`src/rtl/rally_score_ctrl.sv`:
```
// rally_score_ctrl
//
// Purpose:
//   Rally and score controller downstream of the physics/render block. Watches the
//   ball position once per physics frame, detects a floor landing, awards the point
//   to the player on the far side of the net, holds the physics engine during the
//   post-point pause, requests a re-serve and declares the winner at the target score.
//
// Ports:
//   clk           system clock
//   reset         asynchronous, active-high reset
//   frame_tick    one-cycle pulse per physics update, qualifies ball_x/ball_y
//   ball_x        ball centre x, pixels
//   ball_y        ball centre y, pixels (down is positive)
//   start         begin a game, or a new game after game over
//   play_en       physics engine may advance (high only in PLAY)
//   serve_req     one-cycle pulse: physics reloads serve positions for serve_side
//   serve_side    0 = left player serves, 1 = right player serves
//   score_left    left player score
//   score_right   right player score
//   winner_valid  high while in game over
//   winner        0 = left won, 1 = right won (valid with winner_valid)
//   state_o       current state encoding for LEDs/debug

module rally_score_ctrl #(
    parameter int unsigned FLOOR_Y      = 413,
    parameter int unsigned NET_X        = 320,
    parameter int unsigned WIN_SCORE    = 15,
    parameter int unsigned PAUSE_FRAMES = 60,
    parameter int unsigned SCORE_W      = 5
) (
    input  logic               clk,
    input  logic               reset,
    input  logic               frame_tick,
    input  logic [9:0]         ball_x,
    input  logic [9:0]         ball_y,
    input  logic               start,
    output logic               play_en,
    output logic               serve_req,
    output logic               serve_side,
    output logic [SCORE_W-1:0] score_left,
    output logic [SCORE_W-1:0] score_right,
    output logic               winner_valid,
    output logic               winner,
    output logic [2:0]         state_o
);

    typedef enum logic [2:0] {
        StWaitStart = 3'd0,
        StServe     = 3'd1,
        StPlay      = 3'd2,
        StPause     = 3'd3,
        StGameOver  = 3'd4
    } state_e;

    localparam int unsigned CntW = (PAUSE_FRAMES > 1) ? $clog2(PAUSE_FRAMES) : 1;

    localparam logic [CntW-1:0]    CntLast  = CntW'(PAUSE_FRAMES - 1);
    localparam logic [CntW-1:0]    CntOne   = CntW'(1);
    localparam logic [9:0]         FloorY   = 10'(FLOOR_Y);
    localparam logic [9:0]         NetX     = 10'(NET_X);
    localparam logic [SCORE_W-1:0] WinScore = SCORE_W'(WIN_SCORE);
    localparam logic [SCORE_W-1:0] ScoreOne = SCORE_W'(1);

    state_e              state_q, state_d;
    logic [SCORE_W-1:0]  score_l_q, score_l_d;
    logic [SCORE_W-1:0]  score_r_q, score_r_d;
    logic                side_q, side_d;
    logic                winner_q, winner_d;
    logic [CntW-1:0]     cnt_q, cnt_d;
    logic                play_en_q;
    logic                serve_req_q;
    logic                winner_valid_q;

    logic                landing;
    logic                scorer;     // 1 = right player takes the point
    logic [SCORE_W-1:0]  score_l_inc;
    logic [SCORE_W-1:0]  score_r_inc;

    assign landing     = frame_tick && (ball_y >= FloorY);
    // Ball on the left half means the left player lost the rally.
    assign scorer      = (ball_x < NetX);
    assign score_l_inc = score_l_q + ScoreOne;
    assign score_r_inc = score_r_q + ScoreOne;

    always_comb begin
        state_d   = state_q;
        score_l_d = score_l_q;
        score_r_d = score_r_q;
        side_d    = side_q;
        winner_d  = winner_q;
        cnt_d     = cnt_q;

        case (state_q)
            StWaitStart: begin
                if (start) begin
                    state_d = StServe;
                end
            end

            StServe: begin
                state_d = StPlay;
            end

            StPlay: begin
                if (landing) begin
                    side_d = scorer;
                    if (scorer) begin
                        score_r_d = score_r_inc;
                    end else begin
                        score_l_d = score_l_inc;
                    end
                    if ((scorer ? score_r_inc : score_l_inc) == WinScore) begin
                        winner_d = scorer;
                        state_d  = StGameOver;
                    end else begin
                        cnt_d   = '0;
                        state_d = StPause;
                    end
                end
            end

            StPause: begin
                if (frame_tick) begin
                    cnt_d = cnt_q + CntOne;
                    if (cnt_q == CntLast) begin
                        state_d = StServe;
                    end
                end
            end

            StGameOver: begin
                if (start) begin
                    score_l_d = '0;
                    score_r_d = '0;
                    // Loser of the previous game serves first.
                    side_d    = ~winner_q;
                    state_d   = StServe;
                end
            end

            default: begin
                state_d = StWaitStart;
            end
        endcase
    end

    always_ff @(posedge clk or posedge reset) begin
        if (reset) begin
            state_q        <= StWaitStart;
            score_l_q      <= '0;
            score_r_q      <= '0;
            side_q         <= 1'b1;
            winner_q       <= 1'b0;
            cnt_q          <= '0;
            play_en_q      <= 1'b0;
            serve_req_q    <= 1'b0;
            winner_valid_q <= 1'b0;
        end else begin
            state_q        <= state_d;
            score_l_q      <= score_l_d;
            score_r_q      <= score_r_d;
            side_q         <= side_d;
            winner_q       <= winner_d;
            cnt_q          <= cnt_d;
            // Decoded from the next state so they switch on the edge entering the state.
            play_en_q      <= (state_d == StPlay);
            serve_req_q    <= (state_d == StServe);
            winner_valid_q <= (state_d == StGameOver);
        end
    end

    assign play_en      = play_en_q;
    assign serve_req    = serve_req_q;
    assign serve_side   = side_q;
    assign score_left   = score_l_q;
    assign score_right  = score_r_q;
    assign winner_valid = winner_valid_q;
    assign winner       = winner_q;
    assign state_o      = state_q;

endmodule

```
`config.mk`:
```
export PLATFORM = sky130hd
export DESIGN_NAME = rally_score_ctrl
export DESIGN_NICKNAME = d
export VERILOG_FILES = /design/src/rtl/rally_score_ctrl.sv
export SDC_FILE = /design/constraint.sdc
export NUM_CORES = 1
export LEC_CHECK = 0
export ABC_AREA = 1
export ABC_CLOCK_PERIOD_IN_PS = 1500
export CORE_MARGIN = 2
export CORE_UTILIZATION = 44
export CTS_BUF_LIST = sky130_fd_sc_hd__clkbuf_4 sky130_fd_sc_hd__clkbuf_8
export DETAILED_ROUTE_END_ITERATION = 6
export HOLD_SLACK_MARGIN = 0.08
export PLACE_DENSITY = 0.78
export SYNTH_ARGS = -nofsm -noshare
export SYNTH_HDL_FRONTEND = slang
export SYNTH_SLANG_ARGS = --single-unit
```
`constraint.sdc`:
```
create_clock -name clk -period 1.5 [get_ports clk]
set_input_delay 0.15 -clock clk [delete_from_list [all_inputs] [get_ports clk]]
set_output_delay 0.15 -clock clk [all_outputs]
set_load 0.02 [all_outputs]
```
; ---- After elaboration in Yosys (flattened, before gate mapping)
; Index checks and enable logic that the tools add are counted.
[totals]
ff_bits = 24
inputBits = 24
output_inout_bits = 18
elab_cells = 61
[classes]
addsub = 3
magnitude_cmp = 2
eq_ne = 15
n_mux = 21
bitwise_logic = 1
reduce_logical = 10
[op_table]
columns = cell, count
row1 = two-way mux 5 bit, 6
row2 = one-hot mux 5 bit (2 select lines), 2
row3 = two-way mux 6 bit, 3
row4 = two-way mux 3 bit, 5
row5 = "inequality test 2 bit, second input constant", 6
row6 = one-hot mux 3 bit (4 select lines), 1
row7 = one-hot mux 6 bit (2 select lines), 1
row8 = AND reduction 4 bit, 3
row9 = "adder 5 x 1 -> 5 bit, second input constant", 2
row10 = ">= comparator 10 x 9 -> 1 bit, second input constant", 1
row11 = "< comparator 10 x 9 -> 1 bit, second input constant", 1
row12 = "equality test 3 x 2 -> 1 bit, second input constant", 3
row13 = "adder 6 x 1 -> 6 bit, second input constant", 1
row14 = "equality test 3 x 1 -> 1 bit, second input constant", 2
row15 = "equality test 3 bit, second input constant", 2
row16 = "equality test 6 bit, second input constant", 1
row17 = AND reduction 3 bit, 2
row18 = "equality test 5 x 4 -> 1 bit, second input constant", 1
row19 = nonzero test 2 bit, 2
row20 = zero test 3 bit, 1
row21 = two-way mux 1 bit, 2
row22 = one-hot mux 1 bit (2 select lines), 1
row23 = OR reduction 2 bit, 1
row24 = logical AND 1 bit, 1
row25 = inverter 1 bit, 1

; ---- Logic depth before layout (Yosys ltp)
[depth]
depth_word = 7
ltp_mapped = 12
mapped_depth_nobuf = 12

; ---- Worst setup path before layout
; No wires, ideal clock.
[synth_timing]
kind = reg2reg
from = register score_r_q[0], in the netlist score_right[0]
to = register play_en_q, in the netlist play_en
setup_ns = 0.115
arrival_time_ns = 1.535
t_required_ns = 1.385
setup_slack_ns = -0.150
path_stages_with_launch = 13
path_buffers = 0
period_less_slack_ns = 1.650
path_cell_list = dfrtp_1 ha_1 inv_1 nor2_1 nand3_1 nor2_1 nand3_2 nand2_2 nand2_1 nand2_1 nand2_2 inv_1 nor2_2
[synth_via]
elab_chain_len = 7
[synth_lines]
columns = element, line
row1 = start: declaration, 67  ; logic [SCORE_W-1:0] score_r_q, score_r_d;
row2 = start signal: assignment, 162  ; score_r_q <= score_r_d;
row3 = adder 5 x 1 -> 5 bit, 84  ; assign score_r_inc = score_r_q + ScoreOne;
row4 = two-way mux 5 bit, 113  ; if ((scorer ? score_r_inc : score_l_inc) == WinScore) begin
row5 = equality test 5 x 4 -> 1 bit, 113
row6 = two-way mux 3 bit, 113
row7 = two-way mux 3 bit, 106  ; if (landing) begin
row8 = one-hot mux 3 bit (4 select lines), 94  ; case (state_q)
row9 = net state_d[1], 65  ; state_e state_q, state_d;
row10 = equality test 3 x 2 -> 1 bit, 167  ; play_en_q <= (state_d == StPlay);
row11 = end signal: assignment, 167
row12 = end: declaration, 71  ; logic play_en_q;
; The timed path passes the listed nets, and every way through them passes these cells.
; A chain may end at the register's enable or synchronous reset.

; ---- Final worst setup path
; Ends and elaborated chain as after synthesis.

==> out/metrics.cfg <==
[status]
outcome=finished with violations
violations=setup timing

[die]
fp.dieW_um=61.51
top_level_ports=42
die_area_um2=3783
start_util=0.4690
rows=20
core_area_um2=3103
die_height_um=61.51

[placement]
gp_congestion=0.7974
place_area_um2=1989
dpl.hpwl_um=2587
io_buffers=35
dp_slack_ns=-0.2594

[cells_and_area]
drive_gt1_frac=0.2341
num_antenna_cells=0
stdcell_area_um2=2064
area_delta_synth_final_pct=41.87
fin_nets=280

[cts]
cts_made_buffers=3
clockBufferDepth=2
cts.sinks=24
clk_latency_ns=0.33
clock-root-buffer=clkbuf_4
clk_pin_slew_ns=0.15
cts_tree=yes
cts-hold-fix-buffers=0
cts_max_level=1

[power_and_ir_drop]
ir_worst_vdd_v=0.0009690
p_leak_nw=1.043
power_frac_seq=0.291
p_clk_frac=0.128
power_density_nw_per_um2=1801
internal_power_w=0.002033
p_comb_frac=0.581
p_sw_frac=0.4531
p_switching_w=0.001685

[logic_synthesis]
ys_top_cells_by_area=dfrtp_1 40%, nand2_1 15%, nand3_1 7.6%
synthCells=198
yosys.area.top_type_share=0.3955
post_synth.cell_area_avg_um2=7.349
synth.most_common_cell=nand2_1
yosys.area.top_type=dfrtp_1
yosys_most_used_dff=dfrtp_1
yosys_warnings=0
ys_ff_latch=24
synth-edff-count=0
synth_area_um2=1455
synthTopCellsByCount=59 x nand2_1, 25 x inv_1, 23 x dfrtp_1
synth_seq_area_share=0.4136
syn_nets=225
async_reset_ff_frac=1.000
synth_cell_types=27

[timing]
slew_viol_final=0
finalCriticalPeriod_ns=1.618
finalSetupTns_ns=-0.9047
setup_slack_ns=-0.1182
worstMarginPinSlew_ns=0.3140
slew-limit-headroom=0.7907
rsz0062_at_grt=true
skew_ns=0.02447
hold_viol=0
period_share=1.079
hold_ws_ns=0.1476
setup_viol=13
fmax_mhz=618.0

[worst_setup_path]
worstPathRequired_ns=1.72
path_class=reg2reg
arrival_ns=1.84
cp_max_fo=4
cp-start-kind=flop
crit_path_end_kind=flop

[route]
wl_per_cell_um=11.66
totalWireLength_um=3451
drt_iter0_drc=33
via_per_inst=4.966
route.detailed.drc=0
ant_nets=0
via_count=1470
drt_pre_antenna_iters=4

[flow_run]
maxCapViolations=0

[global_routing]
grt_pass1_wl_um=5568
antenna_found_initial=0
gr-total-overflow=0
grt_max_degree=25
gr-usage-all-layers=0.1963
grt_pass1_vias=1291

[min_path]
hold_class=in2async

-- registers in the layout, summed over array words and instances (netlist names) --
signal,flops
cnt_q,6
play_en,1
score_right,5
score_left,5
winner_valid,1
state_o,3
serve_side,1
winner,1
serve_req,1
-- cells in the final DEF, fill, tap and decap left out, types with 2 or more instances in the layout --
master and count:
nand2_1 53, inv_1 23, nand3_1 21, clkdlybuf4s50_1 20, dfrtp_1 18, buf_4 16
dlygate4sd2_1 15, o21ai_1 12, nor2_1 11, nand2_2 9, nand4_1 7, inv_2 6
nor2_2 5, dfrtp_2 5, nand3_2 3, a21oi_1 3, o21ai_0 3, clkbuf_4 3
nand2_4 2, xor2_1 2, nand3_4 2
-- what timing repair did --
item / CTS / global route
endpoints found under the setup margin: 28 / 23
resized for setup: 20 / 8
gates cloned: 0 / 0
pin swaps: 2 / 3
setup buffers: 0 / 1
-- cell type report --
cell class	count	area, µm²
clock inverter	1	30.03
timing repair buffer	51	451.7
inverter	29	108.9
multi-input combinational	144	788.3
sequential	24	608.1
clock buffer	3	22.52
tap	44	55.05
fill	304	1039
-- worst paths after layout --
kind	startpoint	end	slack, ns	cells after the start
max	score_right[0]	play_en	-0.12	12
min	reset	score_left[2]	0.15	3
max reg2reg	score_right[0]	play_en	-0.12	12
min reg2reg	serve_side	serve_side	0.53	2
max in group asynchronous	reset	serve_side	1.07	3
min in group clk	serve_side	serve_side	0.53	2
-- metal layers --
layer	track usage	up-vias	share of wire
met5	0	-	0
met4	0.07903	0	0.0099
met3	0.02521	4	0.055
met2	0.3218	38	0.50
met1	0.2625	678	0.44
li1	-	750	-
-- per-stage QoR --
step,utilization,std cells,total power [W]
final,0.6653,296,0.003717
after detailed placement,0.6411,291,0.003239
after floorplan,-,198,0.002416
after global routing,0.6653,296,0.004021
after global placement,0.6411,291,0.003181
after CTS,0.6540,295,0.003657
-- power by group through the flow --
stage | Sequential [W] | Combinational [W] | Clock, W
2_1_floorplan | 0.00132 | 0.00110 | 0
3_3_place_gp | 0.00108 | 0.00210 | 0
3_5_place_dp | 0.00108 | 0.00215 | 0
4_1_cts | 0.00107 | 0.00209 | 0.000492
5_1_grt | 0.00111 | 0.00240 | 0.000511
6_report | 0.00108 | 0.00216 | 0.000478
-- critical path, stage by stage, from the launching register on --
cell	delay (ns)
dfrtp_2	0.45
ha_4	0.27
inv_2	0.02
nor2_1	0.08
nand3_1	0.09
nor2_2	0.10
nand3_2	0.10
nand2_2	0.11
nand2_1	0.06
nand2_1	0.07
nand2_2	0.07
inv_2	0.05
nor2_2	0.03
-- kinds of logic (layout without fill, tap and decap cells) --
family / Yosys count / after routing / share of synthesized area
AOI/OAI and AO/OA: 21 / 21 / 0.08168
xor gates and xnor gates: 3 / 3 / 0.01806
adders and majority gates: 3 / 3 / 0.02580
buffers and inverters: 30 / 84 / 0.07738
DFF: 24 / 24 / 0.4136
and+or+nand+nor: 117 / 117 / 0.3835
Note: power is estimated with default switching activity, not from simulation.
